`config.mk`:
```
export PLATFORM = sky130hd
export DESIGN_NAME = acq_event_reader
export DESIGN_NICKNAME = d
export VERILOG_FILES = /design/src/rtl/acq_pkg.sv /design/src/rtl/chan_timeout_counter.sv /design/src/rtl/acq_event_reader.sv
export SDC_FILE = /design/constraint.sdc
export NUM_CORES = 1
export LEC_CHECK = 0
export ABC_AREA = 1
export BUFFER_PORTS_ARGS = -buffer_cell sky130_fd_sc_hd__buf_2
export CAP_MARGIN = 20
export CORE_MARGIN = 4
export CORE_UTILIZATION = 45
export DETAILED_ROUTE_END_ITERATION = 8
export PLACE_DENSITY = 0.69
export SLEW_MARGIN = 20
export SYNTH_ARGS = -nofsm -noshare
export SYNTH_HDL_FRONTEND = slang
export SYNTH_SLANG_ARGS = --single-unit
export TNS_END_PERCENT = 20
```
`constraint.sdc`:
```
create_clock -name clk -period 4.05 [get_ports clk]
set_input_delay 0.2025 -clock clk [delete_from_list [all_inputs] [get_ports clk]]
set_output_delay 0.2025 -clock clk [all_outputs]
set_load 0.03 [all_outputs]
```
`src/rtl/acq_pkg.sv`:
```
// acq_pkg: shared state encoding, header layout and defaults for the acquisition event reader
package acq_pkg;

    typedef enum logic [2:0] {
        IDLE      = 3'd0,
        SEND_HDR  = 3'd1,
        NEXT_CHAN = 3'd2,
        WAIT_CHAN = 3'd3,
        DONE      = 3'd4
    } state_t;

    localparam int         DEF_TIMEOUT_CYCLES = 40000;
    localparam logic [7:0] DEF_HDR_MARKER     = 8'hAC;

    localparam int HDR_MARKER_LSB = 56;
    localparam int HDR_TYPE_LSB   = 48;
    localparam int HDR_NUM_LSB    = 24;
    localparam int HDR_CHAN_LSB   = 16;
    localparam int HDR_CNT_LSB    = 0;

    function automatic logic [63:0] make_header(input logic [7:0] marker, input logic [4:0] typ,
                                                input logic [23:0] num, input logic [4:0] chan,
                                                input logic [15:0] cnt);
        logic [63:0] h;
        h = '0;
        h[HDR_MARKER_LSB +: 8] = marker;
        h[HDR_TYPE_LSB   +: 5] = typ;
        h[HDR_NUM_LSB    +: 24] = num;
        h[HDR_CHAN_LSB   +: 5] = chan;
        h[HDR_CNT_LSB    +: 16] = cnt;
        return h;
    endfunction

    function automatic logic [4:0] lowest_bit(input logic [4:0] m);
        return m & (~m + 5'd1);
    endfunction

endpackage

```
`src/rtl/chan_timeout_counter.sv`:
```
// chan_timeout_counter: counts cycles spent waiting on one channel and flags when the limit is reached
module chan_timeout_counter #(
    parameter int LIMIT = 40000
) (
    input  logic clk,
    input  logic reset,
    input  logic load,
    input  logic run,
    output logic expired
);
    localparam int W = (LIMIT > 1) ? $clog2(LIMIT) : 1;

    logic [W-1:0] cnt;

    assign expired = cnt == W'(LIMIT - 1);

    // Restart from zero on load, then count run cycles and hold once the limit is reached
    always_ff @(posedge clk or posedge reset)
        if (reset)
            cnt <= '0;
        else if (load)
            cnt <= '0;
        else if (run && !expired)
            cnt <= cnt + 1'b1;
endmodule

```
`src/rtl/acq_event_reader.sv`:
```
// acq_event_reader: pops one trigger word per event, sends its header, then reads out each enabled channel
module acq_event_reader
    import acq_pkg::*;
#(
    parameter int         TIMEOUT_CYCLES = DEF_TIMEOUT_CYCLES,
    parameter logic [7:0] HDR_MARKER     = DEF_HDR_MARKER
) (
    input  logic        clk,
    input  logic        reset,
    input  logic [4:0]  chan_en,
    input  logic        clear_errors,
    input  logic        fifo_valid,
    input  logic [31:0] fifo_data,
    output logic        fifo_ready,
    output logic        hdr_valid,
    input  logic        hdr_ready,
    output logic [63:0] hdr_data,
    output logic [4:0]  chan_rd_req,
    input  logic [4:0]  chan_rd_done,
    output logic        readout_done,
    output logic [4:0]  timeout_err,
    output logic        seq_err,
    output logic        format_err,
    output logic [2:0]  state
);
    state_t      st;
    logic [4:0]  pending;
    logic [23:0] prev_num;
    logic        armed;
    logic [15:0] evt_cnt;
    logic        expired;
    logic        chan_hit;

    assign state    = st;
    assign chan_hit = |(chan_rd_done & chan_rd_req);

    chan_timeout_counter #(.LIMIT(TIMEOUT_CYCLES)) u_timeout (
        .clk    (clk),
        .reset  (reset),
        .load   (st == NEXT_CHAN),
        .run    (st == WAIT_CHAN),
        .expired(expired)
    );

    // Event sequencer: pop, header handshake, per-channel readout, done pulse; sticky errors ride along
    always_ff @(posedge clk or posedge reset) begin
        if (reset) begin
            st           <= IDLE;
            fifo_ready   <= 1'b0;
            hdr_valid    <= 1'b0;
            hdr_data     <= '0;
            chan_rd_req  <= '0;
            readout_done <= 1'b0;
            timeout_err  <= '0;
            seq_err      <= 1'b0;
            format_err   <= 1'b0;
            evt_cnt      <= '0;
            pending      <= '0;
            prev_num     <= '0;
            armed        <= 1'b0;
        end else begin
            if (clear_errors) begin
                timeout_err <= '0;
                seq_err     <= 1'b0;
                format_err  <= 1'b0;
            end
            case (st)
                IDLE:
                    if (fifo_valid && fifo_ready) begin
                        fifo_ready <= 1'b0;
                        hdr_valid  <= 1'b1;
                        hdr_data   <= make_header(HDR_MARKER, fifo_data[28:24], fifo_data[23:0], chan_en, evt_cnt);
                        pending    <= chan_en;
                        prev_num   <= fifo_data[23:0];
                        armed      <= 1'b1;
                        if (armed && fifo_data[23:0] != prev_num + 24'd1)
                            seq_err <= 1'b1;
                        if (|fifo_data[31:29])
                            format_err <= 1'b1;
                        st <= SEND_HDR;
                    end else
                        fifo_ready <= 1'b1;
                SEND_HDR:
                    if (hdr_ready) begin
                        hdr_valid <= 1'b0;
                        evt_cnt   <= evt_cnt + 16'd1;
                        st        <= NEXT_CHAN;
                    end
                NEXT_CHAN:
                    if (|pending) begin
                        chan_rd_req <= lowest_bit(pending);
                        st          <= WAIT_CHAN;
                    end else begin
                        readout_done <= 1'b1;
                        st           <= DONE;
                    end
                WAIT_CHAN:
                    if (chan_hit || expired) begin
                        if (!chan_hit)
                            timeout_err <= (clear_errors ? 5'd0 : timeout_err) | chan_rd_req;
                        pending     <= pending & ~chan_rd_req;
                        chan_rd_req <= '0;
                        st          <= NEXT_CHAN;
                    end
                DONE: begin
                    readout_done <= 1'b0;
                    fifo_ready   <= 1'b1;
                    st           <= IDLE;
                end
                default: st <= IDLE;
            endcase
        end
    end
endmodule

```
* After elaboration in Yosys (flattened, before gate mapping)
Index checks and enable logic that the tools add are counted.
Storage, ports and cells: latch bits 0, RAM bits 0, register bits after elaboration 131, memories 0, input port bits 47, word-level logic and storage cells 89, ROM bits 0
Cells by class: $lt $le $gt $ge 0, reduce and logical (&&, ||, !) cells 22, add/subtract/negate cells 4, divide/modulo/power cells 0, shift-type cells 0, multipliers 0, equality and inequality tests 11, multiplexer cells 32, bitwise logic cells 6
Operator list (number):
- two-way mux 5 bit | 8
- adder 16 x 1 -> 16 bit (second input constant) | 2
- two-way mux 16 bit | 2
- adder 24 x 1 -> 24 bit (second input constant) | 1
- inequality test 24 bit | 1
- case mux 5 bit (2 select lines) | 2
- equality test 16 bit (second input constant) | 1
- AND 5 bit | 3
- two-way mux 1 bit | 12
- two-way mux 3 bit | 4
- case mux 3 bit (4 select lines) | 1
- AND reduction 3 bit | 4
- nonzero test 2 bit | 6
- inequality test 2 bit (second input constant) | 5
- inverter 5 bit | 2
- OR reduction 5 bit | 2
- equality test 3 x 2 -> 1 bit (second input constant) | 2
- case mux 1 bit (2 select lines) | 3
- AND reduction 2 bit | 3
- adder 5 x 1 -> 5 bit (second input constant) | 1
- bitwise OR 5 bit | 1
- equality test 3 x 1 -> 1 bit (second input constant) | 1
- equality test 3 bit (second input constant) | 1
- logical AND 1 bit | 3
- 4 further kinds | 4

* Longest topological paths before layout
Gate-level depths: netlist (run 1).
word-level depth 6, gate-level depth with buffers 14, depth with buffers taken out 14

* Hierarchy
From an unflattened synthesis (run 1), not the netlist that was laid out.
Second synthesis, totals: cell total of the unflattened synthesis 780, area total of the unflattened synthesis 5885.6 µm²
By module, submodules not included:
- acq_event_reader | seq. area each 2252.2 µm², times used 1, area an instance 4792.1 µm², cells each 626
- chan_timeout_counter | seq. area each 400.4 µm², times used 1, area an instance 1093.5 µm², cells each 154

* Least setup slack after synthesis (run 1)
OpenSTA, ideal clock, no wires.
path type register to register, from reg prev_num[1], to reg seq_err, stages on the path, launching flop included 15, path slack 2.168 ns, buffers on the path 0, setup time 0.117 ns, data arrival time 1.765 ns, clock period less this slack 1.882 ns, cell sequence dfrtp_1 ha_1 nand2_1 nor2_4 nand2_4 nor2_4 nand2_1 nand2_1 nand2_1 nor2_1 nand2_1 nor2_1 nand2_1 nand2_1 nand2_1
On the way: cells in the longest elaborated chain, start to end 6
Ends and longest elaborated chain:
- start, declared | RTL line acq_event_reader.sv:28 | logic [23:0] prev_num;
- start signal, assigned | RTL line acq_event_reader.sv:74 | prev_num <= fifo_data[23:0];
- adder 24 x 1 -> 24 bit | RTL line acq_event_reader.sv:76 | if (armed && fifo_data[23:0] != prev_num + 24'd1)
- inequality test 24 bit | RTL line acq_event_reader.sv:76
- logical AND 1 bit | RTL line acq_event_reader.sv:76
- two-way mux 1 bit | RTL line acq_event_reader.sv:76
- two-way mux 1 bit | RTL line acq_event_reader.sv:69 | if (fifo_valid && fifo_ready) begin
- two-way mux 1 bit | RTL line acq_event_reader.sv:67 | case (st)
- end signal, assigned | RTL line acq_event_reader.sv:55 | seq_err <= 1'b0;
- end signal, assigned | RTL line acq_event_reader.sv:64 | seq_err <= 1'b0;
- end signal, assigned | RTL line acq_event_reader.sv:77 | seq_err <= 1'b1;
- end, declared | RTL line acq_event_reader.sv:22 | output logic seq_err,
Every way passes these cells. A chain may end at the register's enable or synchronous reset.

* Worst setup path after layout (run 1)
from reg st[0], in the netlist state[0], to reg hdr_data[9]
On the way: cells in the longest elaborated chain, start to end 2
Ends and longest elaborated chain:
- start, declared | RTL line acq_event_reader.sv:26 | state_t st;
- start signal, assigned | RTL line acq_event_reader.sv:48 | st <= IDLE;
- start signal, assigned | RTL line acq_event_reader.sv:80 | st <= SEND_HDR;
- start signal, assigned | RTL line acq_event_reader.sv:87 | st <= NEXT_CHAN;
- zero test 3 bit | RTL line acq_event_reader.sv:67
- AND reduction 2 bit (no source line)
- end signal, assigned | RTL line acq_event_reader.sv:72 | hdr_data <= make_header(HDR_MARKER, fifo_data[28:24], fifo_data[23:0], chan_en, evt_cnt);
- end, declared | RTL line acq_event_reader.sv:17 | output logic [63:0] hdr_data,
Every way passes these cells.

==> results.md, run 1 <==
- Outcome: complete, no violations
- Clock Latency Late Sink: 350 ps
- Syn. warnings: 0
- Total chip power: slightly below 5 mW
- Worst setup SP type: register
- Via count: roughly 5000
- Mapped Cells: 764
- GRT Overall Usage: 0.1959
- Hold-fix buffers, CTS: 0
- Post-route DRC: 0
- FP Rows: between 40 and 50
- Core Region: 0.01272 mm2
- Initial DRC Count: between 200 and 300
- Number of instances in the placed design: 1037
- Critical path's largest stage delay: 670 ps
- Setup violators final: 0
- DP HPWL: 10230 um
- Syn avg cell area: 7.727 um2
- Share of cells above drive strength 1: 0.2011
- CP required: 4290 ps
- # port buffers: 118
- Routed len/inst: 13.21 um
- Reg2reg setup slack: 1720 ps
- Buf/Inv on CP: 3
- Pre-antenna DRT Iters: 5
- Final ANT Viol Nets: 0
- Tightest Pin Transition: 879.3 ps
- Ys flop type: dfrtp_1
- Delay-heaviest family, CP: buffers and inverters
- Final worst slack: 1719 ps
- Pins Over Slew Limit: 0
- MaxCap Viol Count: 0
- # Post-CTS Setup Buffers: 0
- Pwr dens: 720.0 mW/mm2
- Most frequent cell on the critical path: nor2_1
- # fillers: 1252
- Final net count: about 930
- Distinct cells, synth: 42
- Static Leakage: between 3 and 4 nW
- Yosys top cell by area: dfrtp_1
- Clock transition at path regs: 70 ps
- Critical path's slowest cell: clkinv_2
- RSZ-0062 raised after global routing: no
- Total gr overflow: 0
- Htree depth: 3
- Pre-CTS WS: between 2000 and 2500 ps
- CTS tree: yes
- Area Growth Syn to Fin: 15.94%
- Maximum root-to-sink buffer count: 2
- Top achievable clock speed: roughly 0.43 GHz
- Antenna violations before repair: 0
- Clock sinks: ~110
- Peak VDD IR: 0.0004627 V
- Top-area cell type share of the netlist area: 0.4493
- Crit path kind: register to register
- Post-CTS sizing: 0
- Element type at the critical path end: register
- Starting Density: 0.4640
- Die Span Y: ~120 um
- Clock root cell: clkbuf_16
- Crit Path Max Fanout: 66
- Rel. slew slack: 0.4138
- Period utilisation layout: 0.5755
- Number of global-route vias before repair: 4858
- Seq/Total Area, Yosys: 0.4493
- CP arrival: 2570 ps
- EDFF count, synth: 0
- Post-Syn Area: between 0.005 and 0.006 mm2
- Most frequent cells after synthesis: 253 x nand2_1, 106 x dfrtp_1, 82 x inv_1
- Total wire length: 13900 um
- Ant diodes: 0
- Final hold vios: 0
- Skew final: 9.241 ps
- Die Wd: around 120 um
- Synth async-reset ratio: 1.000
- Setup TNS: 0 ps
- Inserted Clock Buffers: 9
- Final cell count without fillers: ~1100
- Top-count cell post-synth: nand2_1
- Seq cells post-synth: 106
- Min Tclk post-route: between 2000 and 2500 ps
- Ranking of synthesized cells by area: dfrtp_1 45%, nand2_1 16%, inv_1 5.2%, nor2_1 4.3%, xor2_1 3.6%
- GPL Wtd Cong: a little under 0.9
- Crit path cell chain: nor2_1 > inv_1 > nor2_1 > inv_2 > nor2_4 > clkinv_2 > o21ai_0
- Vias/cell: 4.790
- Largest net degree at the start of global routing: 73
- Top Ports: 129
- Die ar.: 0.01501 mm2
- Global-route wire length before repair: 23340 um
- Hold crit path type: input pin to asynchronous set/reset pin
- WHS: 21.53 ps
## flip-flops by register name (all words and copies together) (netlist names)
register       count
timeout_err        5
prev_num          23
u_timeout.cnt     16
state              3
format_err         1
readout_done       1
hdr_data          27
chan_rd_req        5
armed              1
pending            5
seq_err            1
fifo_ready         1
hdr_valid          1
evt_cnt           16
## power breakdown
part           internal, mW  switching [mW]
clock network         0.450           0.393
logic                 0.686            1.62
registers              1.41           0.362
total                  2.55            2.38
## final cells by class
| type | instances | area [um2] | share of cell area |
|---|---|---|---|
| inverter | 92 | 350.3 | 0.05119 |
| sequential | 106 | 2653 | 0.3876 |
| multi-input combinational | 547 | 2739 | 0.4002 |
| timing repair buffer | 120 | 605.6 | 0.08848 |
| tap | 172 | 215.2 | 0.03144 |
| clock buffer | 12 | 256.5 | 0.03748 |
| clock inverter | 3 | 25.02 | 0.003656 |
## worst register-to-register path: cells and delay by family (launching register included)
| kind | cells | cell delay [ps] |
|---|---|---|
| buffers and inverters | 3 | 830 |
| AND/OR/NAND/NOR | 3 | 500 |
| AO/OA/AOI/OAI | 1 | 470 |
| flip-flops | 1 | 440 |
## layout by cell type (no fill, tap or decap), types with 2 or more instances in the layout
cell type and count:
conb_1 10, nand3_4 2, nand4_1 11, nor2_1 67
nor4_1 3, nor2_4 9, buf_4 2, nand3_1 38
clkinv_4 2, clkinv_2 2, buf_2 118, a21oi_1 9
clkbuf_8 2, o21ai_1 13, o21ai_0 38, xor2_1 24
dfrtp_1 106, nand2_4 4, nor2_2 2, nand2_2 8
xnor2_1 13, inv_2 8, a31oi_1 7, nand2_1 253
clkbuf_16 9, inv_1 81, nor3_1 12, ha_1 3
o21bai_1 5, o31ai_1 2, nand3b_1 2
## routing by layer
| metal | wire, um | GRT usage | part of all wire | vias to the layer above |
|---|---|---|---|---|
| met5 | 0 | 0 | 0 | - |
| met4 | 270 | 0.07488 | 0.019 | 0 |
| met3 | 715 | 0.03641 | 0.051 | 16 |
| met2 | 6412 | 0.3116 | 0.46 | 116 |
| met1 | 6501 | 0.2668 | 0.47 | 2311 |
| li1 | - | - | - | 2596 |
## worst paths after layout
path | cells after the start | to | startpoint
max in group asynchronous | 3 | hdr_data[11]$_DFFE_PP0P_ | reset
worst min-delay path | 2 | prev_num[5]$_DFFE_PP0P_ | reset
worst max register to register | 7 | hdr_data[9]$_DFFE_PP0P_ | state[0]$_DFFE_PP0P_
worst max-delay path | 7 | hdr_data[9]$_DFFE_PP0P_ | state[0]$_DFFE_PP0P_
worst min register to register | 2 | hdr_data[11]$_DFFE_PP0P_ | hdr_data[11]$_DFFE_PP0P_
min in group clk | 3 | hdr_data[48]$_DFFE_PP0P_ | fifo_data[24]
## cells by family after synthesis
family	count (synthesis)	synth area share
and+or+nand+nor	420	0.3249
buffers and inverters	120	0.09241
DFF	106	0.4493
AOI/OAI and AO/OA	77	0.07143
xor gates and xnor gates	37	0.05490
adders and majority gates	3	0.006359
other	1	0.0006353
## per-stage QoR
| stage | instance area [um2] | utilization |
|---|---|---|
| floorplan | 5937 | - |
| global placement | 6561 | 0.5157 |
| detailed placement | 6561 | 0.5157 |
| CTS | 6843 | 0.5379 |
| global route | 6844 | 0.5380 |
| finish | 6844 | 0.5380 |
Power figures use the tool's default switching activity.
==> run 2, diff against run 1 <==
- clock period: 4.05 -> 2.3 ns (I/O delays scaled with it)
==> results.md, run 2 (synthesized netlist as in run 1, its figures left out) <==
- Outcome: complete, no violations
- Largest regs: hdr_data (27), prev_num (23)
- Comb power frac: 0.466
- Crit path cell chain: ha_1 > nand2_1 > nor2_4 > nand2_4 > nor2_4 > nand2_1 > nand2_1 > nand2_1 > nor2_1 > nand2_1 > nor2_1 > nand2_1 > nand2_1 > nand2_1
- # Post-CTS Setup Buffers: 0
- Crit Path Max Fanout: 6
- Final core utilization: 0.5625
- Hold crit path type: input pin to register
- Worst setup SP type: register
- Period utilisation layout: 0.8660
- Post-CTS sizing: 0
- Critical path's largest stage delay: 430 ps
- Commonest non-fill, non-tap cell in the layout: nand2_1
- RSZ-0062 raised after global routing: no
- Buf/Inv on CP: 0
- Top achievable clock speed: roughly 0.50 GHz
- Top Ports: around 130
- Ant diodes: 0
- Die Span Y: 122.5 um
- FP Rows: 41
- Number of flip-flops in the largest register: 27
- Global-route wire length before repair: about 24000 um
- Post-route DRC: 0
- Vias/cell: approximately 4.8
- Final hold vios: 0
- Via count: just over 5000
- Tightest Pin Transition: between 600 and 700 ps
- Static Leakage: between 3 and 4 nW
- Routed len/inst: between 10 and 15 um
- Inserted Clock Buffers: 9
- CP required: approximately 2500 ps
- Peak VDD IR: 0.0006361 V
- MaxCap Viol Count: 0
- Core Region: 0.01272 mm2
- CTS tree: yes
- Leading cell types in the layout, fill and taps excluded: 253 x nand2_1, 118 x buf_2, 106 x dfrtp_1
- Area Growth Syn to Fin: 21.22%
- Final worst slack: 308.3 ps
- Clock sinks: between 100 and 150
- Delay-heaviest family, CP: simple AND/OR/NAND/NOR gates
- Int Pwr: 4.650 mW
- Pre-CTS WS: about 280 ps
- Pre-antenna DRT Iters: 5
- Final ANT Viol Nets: 0
- Setup TNS: 0 ps
- Pwr dens: 1240 mW/mm2
- Die ar.: between 0.015 and 0.02 mm2
- Psw: 4.219 mW
- Antenna violations before repair: 0
- CP arrival: between 2000 and 2500 ps
- Rel. slew slack: 0.5731
- GPL Wtd Cong: 0.8910
- Switching part of the total: 0.4757
- Skew final: 9.122 ps
- Sequential share of power: 0.351
- Most frequent cell on the critical path: nand2_1
- Die Wd: 122.5 um
- GRT Overall Usage: 0.1980
- # port buffers: 118
- Htree depth: 3
- Pins Over Slew Limit: 0
- Biggest register: hdr_data
- Largest net degree at the start of global routing: 57
- Total wire length: 14230 um
- Number of instances in the placed design: 1042
- Min Tclk post-route: 1992 ps
- Final net count: 953
- DP HPWL: 10620 um
- Crit path kind: register to register
- Final cell count without fillers: 1080
- Initial DRC Count: 291
- Total gr overflow: 0
- Clock Latency Late Sink: ~360 ps
- Maximum root-to-sink buffer count: 2
- Share of cells above drive strength 1: 0.2015
- Critical path's slowest cell: dfrtp_1
- Number of global-route vias before repair: roughly 5000
- Clock root cell: clkbuf_16
- Setup violators final: 0
- Clock group share of total power: 0.182
- Element type at the critical path end: register
- Total chip power: 8.870 mW
- Clock transition at path regs: approximately 70 ps
- Starting Density: 0.4640
run 2: per-stage QoR:
| step | cell area (um2) | hold slack, ps |
|---|---|---|
| after global placement | 6625 | 141.2 |
| after global routing | 7156 | 18.11 |
| after CTS | 7156 | 0.9066 |
| after detailed placement | 6625 | 144.2 |
| final | 7156 | 8.533 |
| after floorplan | 5941 | 231.6 |
run 2: cell type report:
cell class | instances | area (um2)
fill | 1208 | 5567
multi-input combinational | 547 | 2739
sequential | 106 | 2653
timing repair buffer | 147 | 888.4
inverter | 92 | 350.3
clock buffer | 11 | 242.7
tap | 172 | 215.2
clock inverter | 5 | 67.56
run 2: worst min-delay path: cells and delay by family:
family | cells | cell delay [ps]
and+or+nand+nor | 2 | 110
buffers and inverters | 1 | 100
run 2: power groups by stage:
stage,sequential [mW],combinational [mW],clock (mW)
final,3.11,4.14,1.62
after detailed placement,3.13,4.14,0
after global routing,3.20,4.64,1.72
after CTS,3.11,4.18,1.67
after global placement,3.13,4.08,0
after floorplan,3.98,2.17,0
run 2: worst paths after layout:
check | to | slack [ps] | startpoint | cells past startpoint
setup / recovery | seq_err$_DFF_PP0_ | 310 | prev_num[0]$_DFFE_PP0P_ | 14
setup reg to reg | seq_err$_DFF_PP0_ | 310 | prev_num[0]$_DFFE_PP0P_ | 14
hold reg to reg | hdr_data[11]$_DFFE_PP0P_ | 480 | hdr_data[11]$_DFFE_PP0P_ | 2
max in group asynchronous | prev_num[19]$_DFFE_PP0P_ | 1390 | reset | 4
min in group asynchronous | prev_num[16]$_DFFE_PP0P_ | 310 | reset | 3
hold / removal | prev_num[10]$_DFFE_PP0P_ | 9 | fifo_data[10] | 3
run 2: routing by layer:
layer,share of wire,up-vias,GRT usage
met4,0.019,0,0.06788
met1,0.46,2367,0.2672
met2,0.47,142,0.3215
met5,0,-,0
met3,0.054,20,0.03687
li1,-,2651,-
run 2: repair_timing:
action                                  CTS  global route
hold endpoints to repair                 36             0
hold buffers                             22             0
endpoints found under the setup margin    0             0
==> run 3, diff against run 2 <==
- CORE_ASPECT_RATIO: unset -> 1.4
- MAX_ROUTING_LAYER: unset -> met4
- PLACE_DENSITY: 0.69 -> 0.68
==> results.md, run 3 (synthesized netlist as in run 1, its figures left out) <==
- Outcome: complete, no violations
- Final net count: 954
- Commonest non-fill, non-tap cell in the layout: nand2_1
- FP Rows: 49
- Period utilisation layout: 0.8766
- FF-to-FF End: seq_err$_DFF_PP0_
- Worst setup SP type: register
- Die ar.: 0.01504 mm2
- Post-route DRC: 0
- Biggest register: hdr_data
- Vias/cell: between 4 and 5
- Buf/Inv on CP: 0
- Area Growth Syn to Fin: 21.45%
- Delay-heaviest family, CP: simple AND/OR/NAND/NOR gates
- Clock sinks: about 110
- Global-route wire length before repair: 24270 um
- Reg2reg setup slack: about 280 ps
- Final cell count without fillers: between 1000 and 1500
- # port buffers: 118
- Routed len/inst: 13.44 um
- Pre-antenna DRT Iters: 4
- Setup TNS: 0 ps
- Crit path kind: register to register
- Peak VDD IR: roughly 0.00071 V
- Static Leakage: 3.761 nW
- Setup violators final: 0
- Die Span Y: 143.5 um
- Critical path's largest stage delay: 430 ps
- Share of cells above drive strength 1: 0.2013
- Rel. slew slack: 0.5809
- Most frequent cell on the critical path: nand2_1
- Min Tclk post-route: just over 2000 ps
- Worst setup path startpoint: prev_num[1]$_DFFE_PP0P_
- Total wire length: 14270 um
- Maximum root-to-sink buffer count: 2
- Tightest Pin Transition: 628.6 ps
- Top achievable clock speed: 0.4960 GHz
- Worst path depth: 14
- RSZ-0062 raised after global routing: no
- Critical path's slowest cell: dfrtp_1
- MaxCap Viol Count: 0
- Footprint of the multi-input gates: 0.002739 mm2
- Final ANT Viol Nets: 0
- Clock Latency Late Sink: roughly 350 ps
- Worst Setup EP: seq_err$_DFF_PP0_
- Htree depth: 3
- Final hold vios: 0
- Reg-to-reg critical path startpoint: prev_num[1]$_DFFE_PP0P_
- Via count: roughly 5200
- Total gr overflow: 0
- Leading cell types in the layout, fill and taps excluded: 253 x nand2_1, 118 x buf_2, 106 x dfrtp_1
- Skew final: 7.403 ps
- Hold crit path type: input pin to register
- Ant diodes: 0
- Core Region: roughly 0.013 mm2
- Clock root cell: clkbuf_16
- Pins Over Slew Limit: 0
- GRT Overall Usage: 0.2034
- CTS tree: yes
- FF+latch area: 0.002653 mm2
- Final worst slack: 283.8 ps
- Number of instances in the placed design: 1022
- Antenna violations before repair: 0
- Number of flip-flops in the largest register: 27
- Total chip power: roughly 9.0 mW
- Clock transition at path regs: roughly 80 ps
- # Post-CTS Setup Buffers: 0
- Pwr dens: between 1000 and 1500 mW/mm2
- # fillers: 1245
- Crit path cell chain: ha_1 > nand2_1 > nor2_4 > nand2_4 > nor2_4 > nand2_1 > nand2_1 > nand2_1 > nor2_1 > nand2_1 > nor2_1 > nand2_1 > nand2_1 > nand2_1
- CP required: 2550 ps
- Starting Density: 0.4585
- GPL Wtd Cong: 0.9015
- Top Ports: 129
- Crit Path Max Fanout: 6
- Number of global-route vias before repair: 5133
- Cells on worst reg2reg path: 14
- Largest net degree at the start of global routing: 67
- Cell area after layout: 0.007169 mm2
- CP arrival: 2270 ps
- Element type at the critical path end: register
- Pre-CTS WS: approximately 300 ps
- Inserted Clock Buffers: 9
- Initial DRC Count: 241
- Die Wd: 104.8 um
- DP HPWL: ~11000 um
- DP Area: ~0.0066 mm2
- Largest regs: hdr_data (27), prev_num (23)
-- run 3: through the flow --
step / hold slack, ps / utilization
after global placement: 204.3 / 0.5121
final: 9.040 / 0.5569
after floorplan: 231.6 / -
after detailed placement: 205.8 / 0.5121
after CTS: 3.699 / 0.5567
after global routing: 13.84 / 0.5569
-- run 3: timing repair --
action / CTS / global route
hold buffers: 24 / 0
hold endpoints to repair: 43 / 0
gates resized for setup: 0 / 1
setup endpoints to repair: 0 / 46
-- run 3: layout make-up --
| cell class | instances | share of cell area |
|---|---|---|
| multi-input cells | 547 | 0.3820 |
| flip-flops and latches | 106 | 0.3700 |
| repair buffers | 148 | 0.1257 |
| inverters | 92 | 0.04921 |
| clock buffers | 9 | 0.03141 |
| well taps | 153 | 0.02670 |
| clock inverters | 7 | 0.01501 |
-- run 3: worst min path at each step --
stage | start | end | cells past startpoint
4_1_cts | fifo_data[15] | prev_num[15]$_DFFE_PP0P_ | 3
3_5_place_dp | reset | prev_num[2]$_DFFE_PP0P_ | 2
2_1_floorplan | fifo_data[23] | hdr_data[47]$_DFFE_PP0P_ | 2
3_3_place_gp | reset | prev_num[2]$_DFFE_PP0P_ | 2
6_report | fifo_data[15] | prev_num[15]$_DFFE_PP0P_ | 3
5_1_grt | fifo_data[15] | prev_num[15]$_DFFE_PP0P_ | 3
-- run 3: power breakdown --
part	internal [mW]	switching, mW	leakage, nW
Sequential	2.49	0.633	1.32
Combinational	1.28	2.87	2.28
Clock	0.977	0.756	0.160
Total	4.74	4.26	3.76
-- run 3: routing by layer --
layer  track usage  share of wire  wire length [um]
met1        0.2458           0.44              6233
met2        0.3483           0.50              7156
met3       0.03506          0.046               661
met4       0.06496          0.016               223
met5             -              0                 0
-- run 3: worst register-to-register path: cells and delay by family, from the launching register on --
family / cells / cell delay (ps)
and+or+nand+nor: 13 / 1220
DFF: 1 / 430
adders and majority gates: 1 / 260
